<file path="config.mk">
export PLATFORM = sky130hd
export DESIGN_NAME = sa_mac_pipe
export DESIGN_NICKNAME = d
export VERILOG_FILES = /design/src/rtl/sa_mac_pipe.sv
export SDC_FILE = /design/constraint.sdc
export NUM_CORES = 1
export LEC_CHECK = 0
export CAP_MARGIN = 10
export CORE_UTILIZATION = 45
export DETAILED_ROUTE_END_ITERATION = 12
export GPL_TIMING_DRIVEN = 0
export PLACE_DENSITY_LB_ADDON = 0.25
export SYNTH_ARGS = -nofsm -noshare
export SYNTH_HDL_FRONTEND = slang
export SYNTH_SLANG_ARGS = --single-unit
</file>
<file path="constraint.sdc">
create_clock -name i_clk -period 10.6 [get_ports i_clk]
set_clock_uncertainty 0.05 [all_clocks]
set_input_delay 2.12 -clock i_clk [delete_from_list [all_inputs] [get_ports i_clk]]
set_output_delay 2.12 -clock i_clk [all_outputs]
set_load 0.02 [all_outputs]
</file>
<file path="src/rtl/sa_mac_pipe.sv">
// sa_mac_pipe: processing element of the weight-stationary systolic array.
// It holds a stationary weight and forwards activations to the neighbouring PE.
// It computes a saturating multiply-accumulate over two pipeline stages with
// valid tracking, a global stall, a local accumulate mode and sticky overflow flags.
module sa_mac_pipe #(
    parameter int MUL_DATAWIDTH = 8,
    parameter int ADD_DATAWIDTH = 32,
    parameter int SAT_MULT      = 1
) (
    input  logic                            i_clk,
    input  logic                            i_rst,
    input  logic                            i_en,
    input  logic                            i_weight_we,
    input  logic signed [MUL_DATAWIDTH-1:0] i_weight,
    input  logic                            i_valid,
    input  logic signed [MUL_DATAWIDTH-1:0] i_act,
    input  logic signed [ADD_DATAWIDTH-1:0] i_psum,
    input  logic                            i_acc_en,
    input  logic                            i_clr_flags,
    output logic signed [MUL_DATAWIDTH-1:0] o_act,
    output logic                            o_act_valid,
    output logic signed [ADD_DATAWIDTH-1:0] o_psum,
    output logic                            o_valid,
    output logic signed [MUL_DATAWIDTH-1:0] o_weight,
    output logic                            o_ovf_mult,
    output logic                            o_ovf_add
);
    localparam int M = MUL_DATAWIDTH;
    localparam int A = ADD_DATAWIDTH;
    localparam int P = 2 * MUL_DATAWIDTH;

    if (ADD_DATAWIDTH < 2 * MUL_DATAWIDTH) begin : g_width_check
        $error("sa_mac_pipe: ADD_DATAWIDTH must be at least 2*MUL_DATAWIDTH");
    end

    // Architectural state
    logic signed [M-1:0] r_weight;
    logic signed [M-1:0] r_act;
    logic                r_act_valid;
    logic                r_v1;
    logic signed [A-1:0] r_prod1;
    logic signed [A-1:0] r_psum1;
    logic                r_acc1;
    logic                r_movf1;
    logic signed [A-1:0] r_psum;
    logic                r_valid;
    logic                r_ovf_mult;
    logic                r_ovf_add;

    // Datapath nets
    logic signed [P-1:0] w_prod_raw;
    logic signed [M-1:0] w_prod_sat;
    logic                w_mult_ovf;
    logic signed [A-1:0] w_prod_ext;
    logic signed [A-1:0] w_addend;
    logic signed [A:0]   w_sum;
    logic                w_add_ovf;
    logic signed [A-1:0] w_sum_sat;

    // Stage-1 product: full-width multiply, optional clamp to the operand range.
    always_comb begin
        w_prod_raw = P'(i_act) * P'(r_weight);
        // The product fits in M bits only when its top P-M+1 bits are all equal.
        w_mult_ovf = (SAT_MULT != 0) &&
                     !((&w_prod_raw[P-1:M-1]) || (~|w_prod_raw[P-1:M-1]));
        if (w_mult_ovf) begin
            w_prod_sat = w_prod_raw[P-1] ? {1'b1, {(M-1){1'b0}}} : {1'b0, {(M-1){1'b1}}};
        end else begin
            w_prod_sat = w_prod_raw[M-1:0];
        end
        w_prod_ext = (SAT_MULT != 0) ? A'(w_prod_sat) : A'(w_prod_raw);
    end

    // Stage-2 sum: one guard bit detects overflow, then clamp to the psum range.
    always_comb begin
        w_addend  = r_acc1 ? r_psum : r_psum1;
        w_sum     = (A + 1)'(r_prod1) + (A + 1)'(w_addend);
        w_add_ovf = (w_sum[A] != w_sum[A-1]);
        if (w_add_ovf) begin
            w_sum_sat = w_sum[A] ? {1'b1, {(A-1){1'b0}}} : {1'b0, {(A-1){1'b1}}};
        end else begin
            w_sum_sat = w_sum[A-1:0];
        end
    end

    // Weight load and activation forwarding; product above still sees the old weight.
    always_ff @(posedge i_clk) begin
        if (i_rst) begin
            r_weight    <= '0;
            r_act       <= '0;
            r_act_valid <= 1'b0;
        end else if (i_en) begin
            if (i_weight_we) r_weight <= i_weight;
            if (i_valid)     r_act    <= i_act;
            r_act_valid <= i_valid;
        end
    end

    // Stage 1: capture product, incoming psum and accumulate select.
    always_ff @(posedge i_clk) begin
        if (i_rst) begin
            r_v1    <= 1'b0;
            r_prod1 <= '0;
            r_psum1 <= '0;
            r_acc1  <= 1'b0;
            r_movf1 <= 1'b0;
        end else if (i_en) begin
            r_v1 <= i_valid;
            if (i_valid) begin
                r_prod1 <= w_prod_ext;
                r_psum1 <= i_psum;
                r_acc1  <= i_acc_en;
                r_movf1 <= w_mult_ovf;
            end
        end
    end

    // Stage 2: saturated result, which is also the local accumulator.
    always_ff @(posedge i_clk) begin
        if (i_rst) begin
            r_psum  <= '0;
            r_valid <= 1'b0;
        end else if (i_en) begin
            r_valid <= r_v1;
            if (r_v1) r_psum <= w_sum_sat;
        end
    end

    // Sticky flags, raised alongside the result; a same-cycle set overrides the clear.
    always_ff @(posedge i_clk) begin
        if (i_rst) begin
            r_ovf_mult <= 1'b0;
            r_ovf_add  <= 1'b0;
        end else begin
            if (i_clr_flags) begin
                r_ovf_mult <= 1'b0;
                r_ovf_add  <= 1'b0;
            end
            if (i_en && r_v1) begin
                if (r_movf1)   r_ovf_mult <= 1'b1;
                if (w_add_ovf) r_ovf_add  <= 1'b1;
            end
        end
    end

    assign o_act       = r_act;
    assign o_act_valid = r_act_valid;
    assign o_psum      = r_psum;
    assign o_valid     = r_valid;
    assign o_weight    = r_weight;
    assign o_ovf_mult  = r_ovf_mult;
    assign o_ovf_add   = r_ovf_add;

endmodule

</file>
== After elaboration in Yosys (flattened, before gate mapping) ==
Index checks and enable logic that the tools add are counted.
Widths: inputs -> output; s select.
Storage, ports and cells
  register bits: 94
  latch bits: 0
  RAM bits: 0
  bits in read-only memories: 0
  logic and storage cells: 34
  memories: 0
Operators by class
  $add $sub $neg: 1
  $mul: 1
  divide/modulo/power cells: 0
  $lt $le $gt $ge: 0
  equality and inequality tests: 1
  shift operators: 0
  muxes and demuxes: 11
  bitwise operators: 0
  reduce and logical (&&, ||, !) cells: 9
Operators with widths (number)
  $mux 32: 3
  $add 8x32->33: 1
  $mul 8x8->16: 1
  $mux 8: 2
  $reduce_and 9->1: 1
  $reduce_or 9->1: 1
  $mux 1: 6
  $reduce_and 2->1: 3
  $logic_not 1->1: 2
  $logic_and 1x1->1: 1
  $logic_or 1x1->1: 1
  $ne 1x1->1: 1

== Depth between registers and ports, before layout ==
Gate-level depths: netlist of the first run.
  depth after elaboration: 5
  gate-level depth with buffers: 19
  gate-level depth less buffers: 19

== Least setup slack after synthesis of the first run ==
No wires, ideal clock.
  path kind: in2reg
  start point: input port i_act[7]
  end point: register r_movf1
  data arrival time: 6551 ps
  required time: 10489 ps
  path slack: 3938 ps
  cell stages on the path: 16
  path buffers: 0
  cell sequence: and2_1 fa_1 inv_1 fa_1 inv_1 fa_1 inv_1 fa_1 inv_1 ha_1 or2_2 a31o_1 a21oi_1 xor2_1 a32oi_1 o221a_1
Between the ends
  word-level cells in the longest chain between the ends: 5
  elaborated cells on any way between the ends: 6
  classes of those cells: mul: 1; reduce/logical: 5
Ends and longest elaborated chain
  start: declaration: line 16  | input logic signed [MUL_DATAWIDTH-1:0] i_act,
  $mul 8x8->16 *: line 62  | w_prod_raw = P'(i_act) * P'(r_weight);
  $reduce_or 9->1: line 65  | !((&w_prod_raw[P-1:M-1]) || (~|w_prod_raw[P-1:M-1]));
  $logic_not 1->1: line 65
  $logic_or 1x1->1 *: line 65
  $logic_not 1->1 *: line 65
  end signal: assignment: line 113  | r_movf1 <= w_mult_ovf;
  end: declaration: line 44  | logic r_movf1;
Every way passes the cells marked *; elsewhere a longest branch is shown, timed or not.
A chain may end at the register's enable or synchronous reset.

== Final worst setup path of the first run ==
Ends and elaborated chain as after synthesis.

==> metrics, run 1 <==
result of the run=finished, final reports clean; DPL Wire Length=approximately 17 mm; placed cell count=roughly 1.3k; worst setup path start=i_act[7]; average cell area after synthesis=about 8.4 µm²; synthesized area=~8300 µm²; data required time of the worst path=~11000 ps; dpl cell area=between 9000 and 10000 µm²; cell family with the largest share of critical-path delay=adder cells; overall power after layout=approximately 0.0011 W; minimum clock period after layout=approximately 7500 ps; Max Buffers Root-to-Sink=2; Seq cells post-synth=between 90 and 100; antenna violations before repair=1; number of remaining DRC errors=0; Max Slew Vio Count=0; CTS tree=yes; Tot GR Track Use=0.244; routed wire length=around 22 mm; main area contributors after synthesis=sky130_fd_sc_hd__dfxtp_1 (23%), sky130_fd_sc_hd__fa_1 (13%), sky130_fd_sc_hd__ha_1 (9.2%); number of enable-type register cells in the synthesized netlist=0; core area=~18000 µm²; CTS Sinks=94; number of detailed-route iterations in the first pass=7; leading cell type by number of instances after synthesis=sky130_fd_sc_hd__nand2_1; hold-fix buffers at CTS=0; area growth from synthesis to layout=19.6%; worst max-slew margin expressed relative to the limit=0.224; CTS buffer count=9; Least-Margin Pin Slew=~1200 ps; RSZ-0062 raised after global routing=false; die extent in x=138 µm; cell count after synthesis=slightly below 1k; buffers inserted by post-CTS timing repair=0; class of the tightest hold or removal check=reg2reg; ratio of routed vias to standard cells=5.39; power density over the cells=approximately 110 nW/µm²; vertical extent of the die=roughly 140 µm; Crit Reg-Reg Startpoint=o_weight[2]; Placement Rows=49; number of non-filler instances in the completed layout=1342; placer congestion estimate=about 0.9; startpoint type of the worst setup path=input port; sum of overflow across all layers after global routing=0; Buffers & Inverters on Critical Path=6; H-tree Lvls=3; vias in the first global route=7191; accumulated negative setup slack=0 ps; starting utilization of the core area=0.462; syn nets=about 1.2k; number of buffers inserted by port buffering=105; critical setup path kind=in2reg; global-route wire length before repair=35.8 mm; fraction of layout cells with a size suffix above 1=0.0953; VDD IR-drop max=between 0.07 and 0.08 mV; cell with the largest stage delay on the worst path=sky130_fd_sc_hd__clkdlybuf4s50_1; floorplan die area=about 19000 µm²; critical path's most frequent cell=sky130_fd_sc_hd__inv_1; arrival time of the worst setup path=7710 ps; maxcap violations=0; total area of multi-input combinational cells=5890 µm²; Setup violations, final=0; portion of the clock cycle consumed by the worst path in the final layout=0.703; largest net degree at the start of global routing=27; via count=roughly 7.2k; sequential element share of the synthesized area=0.226; area share of the largest cell type after synthesis=0.226; source-to-sink clock delay at the later pin of the worst-skew pair=between 300 and 400 ps; routed length per instance=approximately 16 µm; Synth async-reset ratio=0; list of cells traversed by the critical path=clkdlybuf4s50_1 -> nand2_1 -> inv_1 -> fa_1 -> inv_1 -> fa_1 -> inv_1 -> fa_1 -> inv_1 -> fa_1 -> inv_1 -> ha_1 -> or2_2 -> a31o_1 -> a21oi_1 -> xor2_1 -> a32oi_1 -> o221a_1; iteration-0 DRC count of the detailed router=between 400 and 500; post-route standard cell area excluding fillers=between 9000 and 10000 µm²; number of top-level design ports=107; P_leak=4.19 nW; critical path fanouts, max=9; remaining antenna violation count after routing=0; final layout net count=roughly 1.3k; leading area contributor after synthesis=sky130_fd_sc_hd__dfxtp_1; predominant post-synthesis flop cell=sky130_fd_sc_hd__dfxtp_1; post-CTS clock slew at the launch and capture registers of the worst setup and hold paths=around 70 ps; most frequent cells after synthesis=sky130_fd_sc_hd__nand2_1 (148), sky130_fd_sc_hd__dfxtp_1 (94), sky130_fd_sc_hd__inv_1 (92); Gates resized, CTS repair=0; CP peak stage delay=650 ps; number of inserted filler cells in the final layout=1744; FF+latch area=~1900 µm²; root cell of the clock tree=sky130_fd_sc_hd__clkbuf_16; number of distinct library cell variants in the gate-level netlist after synthesis=just under 70; startpoint of the tightest hold check path=r_psum1[22]; capturing element type of the critical path=flip-flop; Syn. warnings=0; fmax=approximately 130 MHz; final hold viol count=0
[cell type report]
type                            instances  area share
Tap cell                              229      0.0288
Clock buffer                            9      0.0226
Timing Repair Buffer                  105       0.106
Inverter                               94      0.0355
Antenna cell                            1    0.000252
Multi-Input combinational cell        758       0.592
Clock inverter                          7     0.00641
Buffer                                 45      0.0196
Sequential cell                        94       0.189
[tightest hold or removal path, delay by kind of cell (launching register included)]
family,cells,cell delay [ps]
and+or+nand+nor,1,50
AOI/OAI and AO/OA,1,50
DFF,1,310
[per-layer routing]
metal  GRT usage  routed length [µm]  part of all wire
met1       0.318               10100              0.47
met2       0.421               10500              0.49
met3      0.0274                 570             0.026
met4      0.0707                 384             0.018
met5           0                   0                 0
[cells in the final DEF (no fill, tap or decap), types with 20 or more instances in the layout]
master,Yosys,final
sky130_fd_sc_hd__a21o_1,20,20
sky130_fd_sc_hd__a21oi_1,91,91
sky130_fd_sc_hd__a21oi_2,20,20
sky130_fd_sc_hd__and2_1,44,44
sky130_fd_sc_hd__clkbuf_1,31,31
sky130_fd_sc_hd__clkdlybuf4s50_1,0,105
sky130_fd_sc_hd__dfxtp_1,94,94
sky130_fd_sc_hd__fa_1,56,56
sky130_fd_sc_hd__ha_1,61,61
sky130_fd_sc_hd__inv_1,92,92
sky130_fd_sc_hd__maj3_2,22,22
sky130_fd_sc_hd__mux2_2,31,31
sky130_fd_sc_hd__nand2_1,148,148
sky130_fd_sc_hd__nor2_1,42,42
sky130_fd_sc_hd__o21ai_0,46,46
sky130_fd_sc_hd__xnor2_1,23,23
[power breakdown]
group | switching (W) | internal (W)
sequential | 0.0000189 | 0.000372
clock | 0.000158 | 0.000165
combinational | 0.000201 | 0.000155
[logic make-up after synthesis]
| group | share of synthesized area |
|---|---|
| flops | 0.226 |
| fa+ha+maj | 0.260 |
| compound gates | 0.196 |
| simple gates | 0.160 |
| buf+inv | 0.0659 |
| mux | 0.0456 |
| xor+xnor | 0.0465 |
[metrics by stage]
stage | hold slack [ps] | setup slack [ps] | utilization
final | 405 | 3150 | 0.552
after detailed placement | 397 | 2740 | 0.536
after CTS | 406 | 3110 | 0.552
after floorplan | 384 | 3940 | -
after global placement | 392 | 2800 | 0.536
after global routing | 425 | 2770 | 0.552
[worst paths after layout]
| check | endpoint | slack (ps) | cells past startpoint |
|---|---|---|---|
| worst max-delay path | r_movf1 | 3150 | 18 |
| worst min-delay path | r_psum1[22] | 410 | 2 |
| worst max register to register | r_movf1 | 5180 | 17 |
| worst min register to register | r_psum1[22] | 410 | 2 |
[registers in the layout, summed over array words and instances, names as in the netlist]
name        count
r_acc1          1
o_act           8
r_psum1        32
r_prod1         8
o_valid         1
r_movf1         1
o_psum         32
r_v1            1
o_weight        8
o_ovf_mult      1
o_ovf_add       1
Note: power is estimated with default switching activity, not from simulation.
==> run 2, diff against run 1 <==
- clock period: 10.6 -> 6.1 ns (I/O delays scaled with it)
==> run 2 against run 1 <==
Die area unchanged. First-iteration DRC count down 4.1%. Register-to-register slack worse by 4200 ps. Worst setup slack worse by 2900 ps. Final cell count rose by 0.22%. Combinational power is 77% higher. Sequential power increased by 74%.
==> metrics, run 2 (synthesis gave the netlist of run 1 again) <==
number of top-level design ports=approximately 110; highest-count cells in the layout ignoring fill and taps=sky130_fd_sc_hd__nand2_1 (147), sky130_fd_sc_hd__clkdlybuf4s50_1 (97), sky130_fd_sc_hd__dfxtp_1 (94), sky130_fd_sc_hd__inv_1 (92), sky130_fd_sc_hd__a21oi_1 (90); hold-fix buffers at CTS=0; vias in the first global route=between 7k and 8k; fmax=172 MHz; sum of overflow across all layers after global routing=0; critical path's most frequent cell=sky130_fd_sc_hd__fa_1; portion of the clock cycle consumed by the worst path in the final layout=0.952; die extent in x=138 µm; accumulated negative setup slack=0 ps; ratio of routed vias to standard cells=between 5 and 6; number of detailed-route iterations in the first pass=5; number of remaining DRC errors=0; class of the tightest hold or removal check=reg2reg; placer congestion estimate=about 0.91; combinational fraction of design power=0.336; CTS buffer count=9; cell with the largest stage delay on the worst path=sky130_fd_sc_hd__fa_1; Max Buffers Root-to-Sink=2; CTS tree=yes; H-tree Lvls=3; routed length per instance=16.1 µm; Switching Power=0.000661 W; area growth from synthesis to layout=20.1%; P_leak=between 4 and 5 nW; cell-internal power=0.00121 W; iteration-0 DRC count of the detailed router=419; Post-Route Utilization=0.555; net switching share of the total power=0.354; vertical extent of the die=138 µm; Placement Rows=49; critical path fanouts, max=9; arrival time of the worst setup path=approximately 6000 ps; Least-Margin Pin Slew=1170 ps; number of inserted filler cells in the final layout=between 1.5k and 2k; startpoint of the tightest hold check path=r_psum1[3]; power density over the cells=between 150 and 200 nW/µm²; RSZ-0062 raised after global routing=false; worst setup path start=i_act[0]; core area=about 18000 µm²; post-CTS clock slew at the launch and capture registers of the worst setup and hold paths=~70 ps; portion of total power attributed to the clock network=0.301; remaining antenna violation count after routing=0; fraction of layout cells with a size suffix above 1=0.103; data required time of the worst path=between 6000 and 7000 ps; source-to-sink clock delay at the later pin of the worst-skew pair=between 300 and 400 ps; critical setup path kind=in2reg; global-route wire length before repair=roughly 36 mm; worst max-slew margin expressed relative to the limit=0.216; leading cell type in the layout, fill and taps excluded=sky130_fd_sc_hd__nand2_1; Crit Reg-Reg Startpoint=o_weight[3]; root cell of the clock tree=sky130_fd_sc_hd__clkbuf_16; routed wire length=approximately 22 mm; sequential fraction of design power=0.363; result of the run=finished, final reports clean; antenna violations before repair=1; CTS Sinks=between 90 and 100; final layout net count=roughly 1.3k; capturing element type of the critical path=flip-flop; floorplan die area=around 19000 µm²; Tot GR Track Use=0.244; largest net degree at the start of global routing=27; maxcap violations=0; Setup violations, final=0; startpoint type of the worst setup path=input port; number of buffers inserted by port buffering=105; starting utilization of the core area=0.462; list of cells traversed by the critical path=dlygate4sd2_1 -> nand2b_1 -> fa_1 -> fa_1 -> inv_1 -> fa_1 -> inv_1 -> fa_1 -> inv_1 -> ha_1 -> a211oi_2 -> o21bai_1 -> a41oi_1 -> nor2b_1 -> xnor2_1 -> o31a_1 -> buf_4 -> o221a_1; minimum clock period after layout=between 5000 and 6000 ps; VDD IR-drop max=about 0.13 mV; via count=just over 7k; DPL Wire Length=between 15 and 20 mm; CP peak stage delay=540 ps; Max Slew Vio Count=0; final hold viol count=0
## run 2: cell types whose count changed in the layout (fill, tap and decap cells not counted), moves of 2 or more
| cell | delta |
|---|---|
| sky130_fd_sc_hd__buf_4 | +3 |
| sky130_fd_sc_hd__clkdlybuf4s50_1 | -8 |
| sky130_fd_sc_hd__dlygate4sd2_1 | +2 |
| sky130_fd_sc_hd__dlymetal6s2s_1 | +4 |
## run 2: timing repair
action | CTS | global route
resized for setup | 5 | 11
hold endpoints to repair | 0 | 0
setup buffers | 2 | 1
pin swaps | 0 | 1
setup endpoints to repair | 8 | 9
## run 2: metrics by stage
step	hold WS (ps)	cell area (µm²)	setup slack [ps]	power [W]	cells
floorplan	384	8320	338	0.00113	991
global placement	392	9660	-801	0.00130	1325
detailed placement	397	9660	-863	0.00131	1325
CTS	406	9960	7.03	0.00188	1343
global route	425	10000	43.1	0.00198	1345
finish	405	10000	293	0.00187	1345
## run 2: path summary, 6_finish.rpt
check,depth (start not counted),to,slack (ps)
max reg2reg,17,r_movf1,940
min reg2reg,2,r_psum1[3],410
min,2,r_psum1[3],410
max,18,r_movf1,290
## run 2: layout make-up
| cell class | instances | area (µm²) | area share |
|---|---|---|---|
| antenna | 1 | 2.50 | 0.000250 |
| timing repair buffer | 108 | 1080 | 0.108 |
| multi-input combinational | 758 | 5910 | 0.591 |
| clock inverter | 7 | 63.8 | 0.00638 |
| tap | 229 | 287 | 0.0287 |
| clock buffer | 9 | 225 | 0.0225 |
| sequential | 94 | 1880 | 0.188 |
| buffer | 45 | 195 | 0.0195 |
| inverter | 94 | 353 | 0.0353 |
## run 2: critical path: cells and delay by family
family / cells / cell delay (ps)
and+or+nand+nor: 2 / 410
buffers and inverters: 5 / 660
AOI/OAI and AO/OA: 5 / 1150
adders and majority gates: 5 / 2460
xor gates and xnor gates: 1 / 110
## run 2: routing by layer
layer  part of all wire  track usage
met1               0.47        0.318
met2               0.49        0.422
met3              0.028       0.0274
met4              0.019       0.0707
met5                  0            0
## run 2: power by group through the flow
| stage | clock network, W | logic, W | registers [W] |
|---|---|---|---|
| finish | 0.000562 | 0.000629 | 0.000679 |
| global route | 0.000592 | 0.000703 | 0.000684 |
| CTS | 0.000570 | 0.000628 | 0.000679 |
| detailed placement | 0 | 0.000619 | 0.000693 |
| global placement | 0 | 0.000610 | 0.000693 |
| floorplan | 0 | 0.000430 | 0.000698 |
